## src/rtl/transceiver_tlp_deframer_pkg.sv

```systemverilog
// Shared definitions for the TLP deframer: K-symbol codes, FSM state
// encoding and the default CRC-16 generator parameters.
package transceiver_tlp_deframer_pkg;

  localparam logic [7:0] K_SOT  = 8'hFB;
  localparam logic [7:0] K_EOT  = 8'hFD;
  localparam logic [7:0] K_IDLE = 8'hBC;

  localparam logic [15:0] CRC_POLY_DEFAULT = 16'h1021;
  localparam logic [15:0] CRC_INIT_DEFAULT = 16'hFFFF;

  typedef enum logic [2:0] {
    S_IDLE,
    S_ID,
    S_PAYLOAD,
    S_CRC_HI,
    S_CRC_LO,
    S_EOT
  } state_t;

endpackage

```

## src/rtl/transceiver_crc16_byte.sv

```systemverilog
// Combinational byte-serial CRC-16 step, MSB first, no reflection.
// Same function the TX framer uses to generate the trailing CRC.
module transceiver_crc16_byte (
  input  logic [15:0] crc_in,
  input  logic [7:0]  data,
  input  logic [15:0] poly,
  output logic [15:0] crc_out
);

  // Shift the eight data bits through the CRC register, MSB first.
  always_comb begin
    logic [15:0] c;
    c = crc_in;
    for (int unsigned i = 0; i < 8; i++) begin
      c = {c[14:0], 1'b0} ^ ({16{c[15] ^ data[7 - i]}} & poly);
    end
    crc_out = c;
  end

endmodule

```

## src/rtl/transceiver_tlp_deframer.sv

```systemverilog
// Receive-side TLP deframer: finds frames delimited by K-symbols in the
// {k_en, byte} stream, checks CRC-16 over ID and payload, and pulses
// deliver/ACK, NACK or framing-error results one cycle after the deciding
// symbol. Optional statistics counters: define DEFRAMER_STATS_EN.
module transceiver_tlp_deframer
  import transceiver_tlp_deframer_pkg::*;
#(
  parameter int unsigned TLP_WIDTH = 32,
  parameter logic [15:0] CRC_POLY  = CRC_POLY_DEFAULT,
  parameter logic [15:0] CRC_INIT  = CRC_INIT_DEFAULT
) (
  input  logic                 i_sys_clk_120,
  input  logic                 i_sys_rst_n,
  input  logic                 i_valid,
  input  logic                 i_packet_k_en,
  input  logic [7:0]           i_packet_byte,
  output logic [TLP_WIDTH-1:0] o_tlp,
  output logic [7:0]           o_tlp_id,
  output logic                 o_tlp_valid,
  output logic                 o_ack_req,
  output logic                 o_nack_req,
  output logic                 o_frame_err,
  output logic [7:0]           o_ack_id
`ifdef DEFRAMER_STATS_EN
  ,
  output logic [15:0]          o_stat_good,
  output logic [15:0]          o_stat_crc_err,
  output logic [15:0]          o_stat_frame_err
`endif
);

  localparam int unsigned N  = TLP_WIDTH / 8;
  localparam int unsigned CW = (N > 1) ? $clog2(N) : 1;
  localparam logic [CW-1:0] LAST = CW'(N - 1);

  state_t                 state, next_state;
  logic [CW-1:0]          cnt;
  logic [15:0]            crc, crc_next;
  logic [7:0]             id_reg;
  logic [TLP_WIDTH-1:0]   shift_reg;
  logic [7:0]             crc_hi, crc_lo;

  logic is_sot, is_eot;
  logic seed, crc_upd, latch_id, shift_en, lat_hi, lat_lo, cnt_inc;
  logic ev_good, ev_bad, ev_ferr;

  transceiver_crc16_byte u_crc (
    .crc_in  (crc),
    .data    (i_packet_byte),
    .poly    (CRC_POLY),
    .crc_out (crc_next)
  );

  assign is_sot = i_packet_k_en && (i_packet_byte == K_SOT);
  assign is_eot = i_packet_k_en && (i_packet_byte == K_EOT);

  // State register.
  always_ff @(posedge i_sys_clk_120) begin
    if (!i_sys_rst_n) state <= S_IDLE;
    else              state <= next_state;
  end

  // Next-state decode and per-symbol datapath strobes; nothing moves on a stall.
  always_comb begin
    next_state = state;
    seed       = 1'b0;
    crc_upd    = 1'b0;
    latch_id   = 1'b0;
    shift_en   = 1'b0;
    lat_hi     = 1'b0;
    lat_lo     = 1'b0;
    cnt_inc    = 1'b0;
    ev_good    = 1'b0;
    ev_bad     = 1'b0;
    ev_ferr    = 1'b0;
    if (i_valid) begin
      unique case (state)
        S_IDLE: begin
          if (is_sot) begin
            next_state = S_ID;
            seed       = 1'b1;
          end
        end
        S_ID, S_PAYLOAD, S_CRC_HI, S_CRC_LO: begin
          if (i_packet_k_en) begin
            // A stray SOT both flags the broken frame and opens a new one.
            ev_ferr    = 1'b1;
            next_state = is_sot ? S_ID : S_IDLE;
            seed       = is_sot;
          end else begin
            unique case (state)
              S_ID: begin
                latch_id   = 1'b1;
                crc_upd    = 1'b1;
                next_state = S_PAYLOAD;
              end
              S_PAYLOAD: begin
                shift_en = 1'b1;
                crc_upd  = 1'b1;
                if (cnt == LAST) next_state = S_CRC_HI;
                else             cnt_inc    = 1'b1;
              end
              S_CRC_HI: begin
                lat_hi     = 1'b1;
                next_state = S_CRC_LO;
              end
              default: begin
                lat_lo     = 1'b1;
                next_state = S_EOT;
              end
            endcase
          end
        end
        S_EOT: begin
          if (is_eot) begin
            ev_good    = ({crc_hi, crc_lo} == crc);
            ev_bad     = ({crc_hi, crc_lo} != crc);
            next_state = S_IDLE;
          end else begin
            ev_ferr    = 1'b1;
            next_state = is_sot ? S_ID : S_IDLE;
            seed       = is_sot;
          end
        end
        default: next_state = S_IDLE;
      endcase
    end
  end

  // Frame datapath: byte counter, running CRC, ID, payload shift and received CRC.
  always_ff @(posedge i_sys_clk_120) begin
    if (!i_sys_rst_n) begin
      cnt       <= '0;
      crc       <= CRC_INIT;
      id_reg    <= '0;
      shift_reg <= '0;
      crc_hi    <= '0;
      crc_lo    <= '0;
    end else begin
      if (seed)          cnt <= '0;
      else if (cnt_inc)  cnt <= cnt + CW'(1);
      if (seed)          crc <= CRC_INIT;
      else if (crc_upd)  crc <= crc_next;
      if (latch_id)      id_reg    <= i_packet_byte;
      if (shift_en)      shift_reg <= TLP_WIDTH'({shift_reg, i_packet_byte});
      if (lat_hi)        crc_hi    <= i_packet_byte;
      if (lat_lo)        crc_lo    <= i_packet_byte;
    end
  end

  // Registered result pulses; delivered TLP and IDs hold between pulses.
  always_ff @(posedge i_sys_clk_120) begin
    if (!i_sys_rst_n) begin
      o_tlp       <= '0;
      o_tlp_id    <= '0;
      o_ack_id    <= '0;
      o_tlp_valid <= 1'b0;
      o_ack_req   <= 1'b0;
      o_nack_req  <= 1'b0;
      o_frame_err <= 1'b0;
    end else begin
      o_tlp_valid <= ev_good;
      o_ack_req   <= ev_good;
      o_nack_req  <= ev_bad;
      o_frame_err <= ev_ferr;
      if (ev_good) begin
        o_tlp    <= shift_reg;
        o_tlp_id <= id_reg;
      end
      if (ev_good || ev_bad) o_ack_id <= id_reg;
    end
  end

`ifdef DEFRAMER_STATS_EN
  // Saturating result counters.
  always_ff @(posedge i_sys_clk_120) begin
    if (!i_sys_rst_n) begin
      o_stat_good      <= '0;
      o_stat_crc_err   <= '0;
      o_stat_frame_err <= '0;
    end else begin
      if (ev_good && (o_stat_good != '1))      o_stat_good      <= o_stat_good + 16'd1;
      if (ev_bad  && (o_stat_crc_err != '1))   o_stat_crc_err   <= o_stat_crc_err + 16'd1;
      if (ev_ferr && (o_stat_frame_err != '1)) o_stat_frame_err <= o_stat_frame_err + 16'd1;
    end
  end
`endif

endmodule

```

## config.mk

```make
export PLATFORM = sky130hd
export DESIGN_NAME = transceiver_tlp_deframer
export DESIGN_NICKNAME = d
export VERILOG_FILES = /design/src/rtl/transceiver_tlp_deframer_pkg.sv /design/src/rtl/transceiver_crc16_byte.sv /design/src/rtl/transceiver_tlp_deframer.sv
export SDC_FILE = /design/constraint.sdc
export NUM_CORES = 1
export LEC_CHECK = 0
export CORE_AREA = 3 3 122 124
export CTS_BUF_LIST = sky130_fd_sc_hd__clkbuf_2
export CTS_CLUSTER_DIAMETER = 150
export CTS_CLUSTER_SIZE = 30
export DETAILED_ROUTE_END_ITERATION = 8
export DIE_AREA = 0 0 125 127
export HOLD_SLACK_MARGIN = 0.15
export PLACE_DENSITY = 0.74
export REMOVE_ABC_BUFFERS = 1
export SETUP_SLACK_MARGIN = 0.3
export SYNTH_ARGS = -nofsm -noshare
export SYNTH_HDL_FRONTEND = slang
export SYNTH_HIERARCHICAL = 1
export SYNTH_SLANG_ARGS = --single-unit
```

## constraint.sdc

```tcl
create_clock -name i_sys_clk_120 -period 3.9 [get_ports i_sys_clk_120]
set_input_delay 0.39 -clock i_sys_clk_120 [delete_from_list [all_inputs] [get_ports i_sys_clk_120]]
set_output_delay 0.39 -clock i_sys_clk_120 [all_outputs]
set_load 0.005 [all_outputs]
```

==> results.ini <==
[final_layout]
n_antenna_cell=0
final_cell_mix=270 x nand2_1, 128 x dfxtp_1, 78 x mux2i_1
post-route-util_pct=62.9
drive_gt1_share_pct=8.50
final_common_cell=nand2_1
layout.nets=1012
area_delta_synth_final_pct=14.1
fillers=1247

[synth]
seq_area_frac_synth_pct=33.5
synth_cell_types=73
synth-edff-count=0
netlist_area_um2=7650
synthArstFlopShare_pct=0
synth_ff_type=dfxtp_1
yosysWarnings=6
postSynthAreaPerCell_um2=8.19
yosys_register_bits=128
synth_cells=935

[die]
initial_core_util_pct=55.1
die_y_um=127
coreArea_um2=13900
pin_count=64
die_x_um=125
rows=43
die_area_um2=15900

[cts]
clkSinkCount=128
insertion_delay_ns=0.68
clock-root-buffer=clkbuf_2
clkTransAtPathRegs_ns=0.20
htree_levels=4
clockBufferDepth=2
cts_resized=0
numCtsBuffers=17
tritoncts=built

[sta]
fin_tns_setup_ns=0
slew_violations=0
tightest_slew_ns=0.773
setup-violations-final=0
finalClockSkew_ns=0.0310
fmax_mhz=321
slew_headroom_pct=48.5
rsz0062_at_grt=no
period_needed_ns=3.12
period_share_pct=80.0
finalWorstSetupSlack_ns=0.781
finalHoldViolations=0

[setup_path]
cp-start-kind=flip-flop
worstPathRequired_ns=4.52
endpoint_kind=flip-flop
path_class=reg2reg
r2r_start=crc[14]$_SDFFE_PP1P_
r2r_cells=12
crit_fanout=8
r2r_slack_ns=0.78
cp.arrival_ns=3.74
r2r_end=crc[14]$_SDFFE_PP1P_

[pwr]
peakVddDrop_mv=0.265
power.leakage_nw=3.38
p_per_area_nw_per_um2=393

[job]
maxCapViolations=0

[global_routing]
track_usage_pct=22.6
antenna_found_initial=0
grt_pass1_wl_um=30000
grt_overflow_total=0
grt_max_degree=82
grt_pass1_vias=6102

[run_status]
outcome=finished, final reports clean

[routing]
ant_nets=0
vias_per_cell=5.38
wirelength_um=17900
dr.pass1.iters=7
drcViolationCount=0
drtIter0Drc=499
vias=6410
avgRoutedWirePerCell_um=15.0

[placed_design]
numPortBuffers=63
gp_congestion=0.915
place_ws_ns=0.415
dpl.hpwl_um=12700

[min_path]
min_path_type=reg2reg
min_from=shift_reg[13]$_SDFFE_PN0P_
worstHoldPathCells=2
worstHoldEndpoint=shift_reg[21]$_SDFFE_PN0P_

==> area by class of cell <==
type	count	area, um^2	area share, %
multi-input cells	751	4790	54.9
flip-flops and latches	128	2560	29.3
repair buffers	92	846	9.68
well taps	180	225	2.58
clock inverters	14	181	2.08
clock buffers	18	90.1	1.03
inverters	9	33.8	0.387
==> worst max-delay path, cell delays in order, from the launching register on <==
cell	delay, ns
dfxtp_1	0.43
xnor2_1	0.53
o21ai_1	0.28
nand2_1	0.15
a211o_1	0.14
a31oi_2	0.17
or2_1	0.30
xor2_1	0.31
nand2_1	0.10
xnor3_1	0.38
xnor2_1	0.14
nand2_1	0.06
nand3_1	0.09
==> report_power, final <==
part,internal (mW),switching [mW]
combinational,0.588,0.635
sequential,1.31,0.000147
clock,0.372,0.525
total,2.27,1.16
==> what timing repair did <==
item,in CTS,in global routing
endpoints found under the hold margin,16,0
setup buffers,0,0
hold buffers,1,0
==> cells in the mapped netlist (5+ instances only) <==
| cell | instances | area share (%) |
|---|---|---|
| o21ai_0 | 8 | 0.52 |
| xor2_1 | 47 | 5.4 |
| nor2_1 | 51 | 2.5 |
| and3_1 | 8 | 0.65 |
| xnor3_1 | 15 | 4.4 |
| nor3_1 | 5 | 0.33 |
| inv_1 | 7 | 0.34 |
| buf_2 | 13 | 0.85 |
| nand3_1 | 44 | 2.9 |
| mux2i_1 | 78 | 10 |
| o211ai_1 | 6 | 0.59 |
| xnor2_1 | 60 | 6.9 |
| a21boi_2 | 5 | 0.74 |
| nand2_1 | 270 | 13 |
| a21oi_1 | 45 | 2.9 |
| dfxtp_1 | 128 | 33 |
| nor4_1 | 6 | 0.49 |
| clkbuf_1 | 46 | 2.3 |
==> worst max path at each step <==
| stage | start | end | slack [ns] | cells past startpoint |
|---|---|---|---|---|
| after floorplan | i_packet_byte[5] | crc[6]$_SDFFE_PP1P_ | 0.70 | 13 |
| after global placement | i_packet_byte[6] | crc[7]$_SDFFE_PP1P_ | 0.48 | 13 |
| after detailed placement | i_packet_byte[6] | crc[7]$_SDFFE_PP1P_ | 0.41 | 13 |
| after CTS | crc[14]$_SDFFE_PP1P_ | crc[14]$_SDFFE_PP1P_ | 0.81 | 12 |
| after global routing | crc[14]$_SDFFE_PP1P_ | crc[7]$_SDFFE_PP1P_ | 0.50 | 12 |
| final | crc[14]$_SDFFE_PP1P_ | crc[14]$_SDFFE_PP1P_ | 0.78 | 12 |
==> per-layer routing <==
metal  track usage [%]  wire length [um]  vias to the layer above
met5                 0                 0                        -
met2              38.7              8710                      142
met3              3.55               821                       17
li1                  -                 -                     3226
met4              4.40               148                        0
met1              30.7              8250                     3025
==> per-stage QoR <==
| step | hold WS, ns | power, mW | area (um^2) | instances |
|---|---|---|---|---|
| 6_report | 0.460 | 3.43 | 8730 | 1192 |
| 5_1_grt | 0.459 | 3.60 | 8730 | 1192 |
| 4_1_cts | 0.440 | 3.40 | 8730 | 1192 |
| 3_5_place_dp | 0.448 | 2.51 | 8450 | 1159 |
| 3_3_place_gp | 0.442 | 2.50 | 8450 | 1159 |
| 2_1_floorplan | 0.437 | 2.27 | 7390 | 888 |
==> cell families (layout without fill, tap and decap cells) <==
family,count (synthesis),in the layout,share of synthesized area [%]
compound gates,109,109,9.95
xor+xnor,127,127,18.1
fa+ha+maj,1,1,0.163
buf+inv,78,133,4.97
flops,128,128,33.5
mux,78,78,10.2
other cells,2,24,0.0981
simple gates,412,412,23.0
Power figures use the tool's default switching activity.
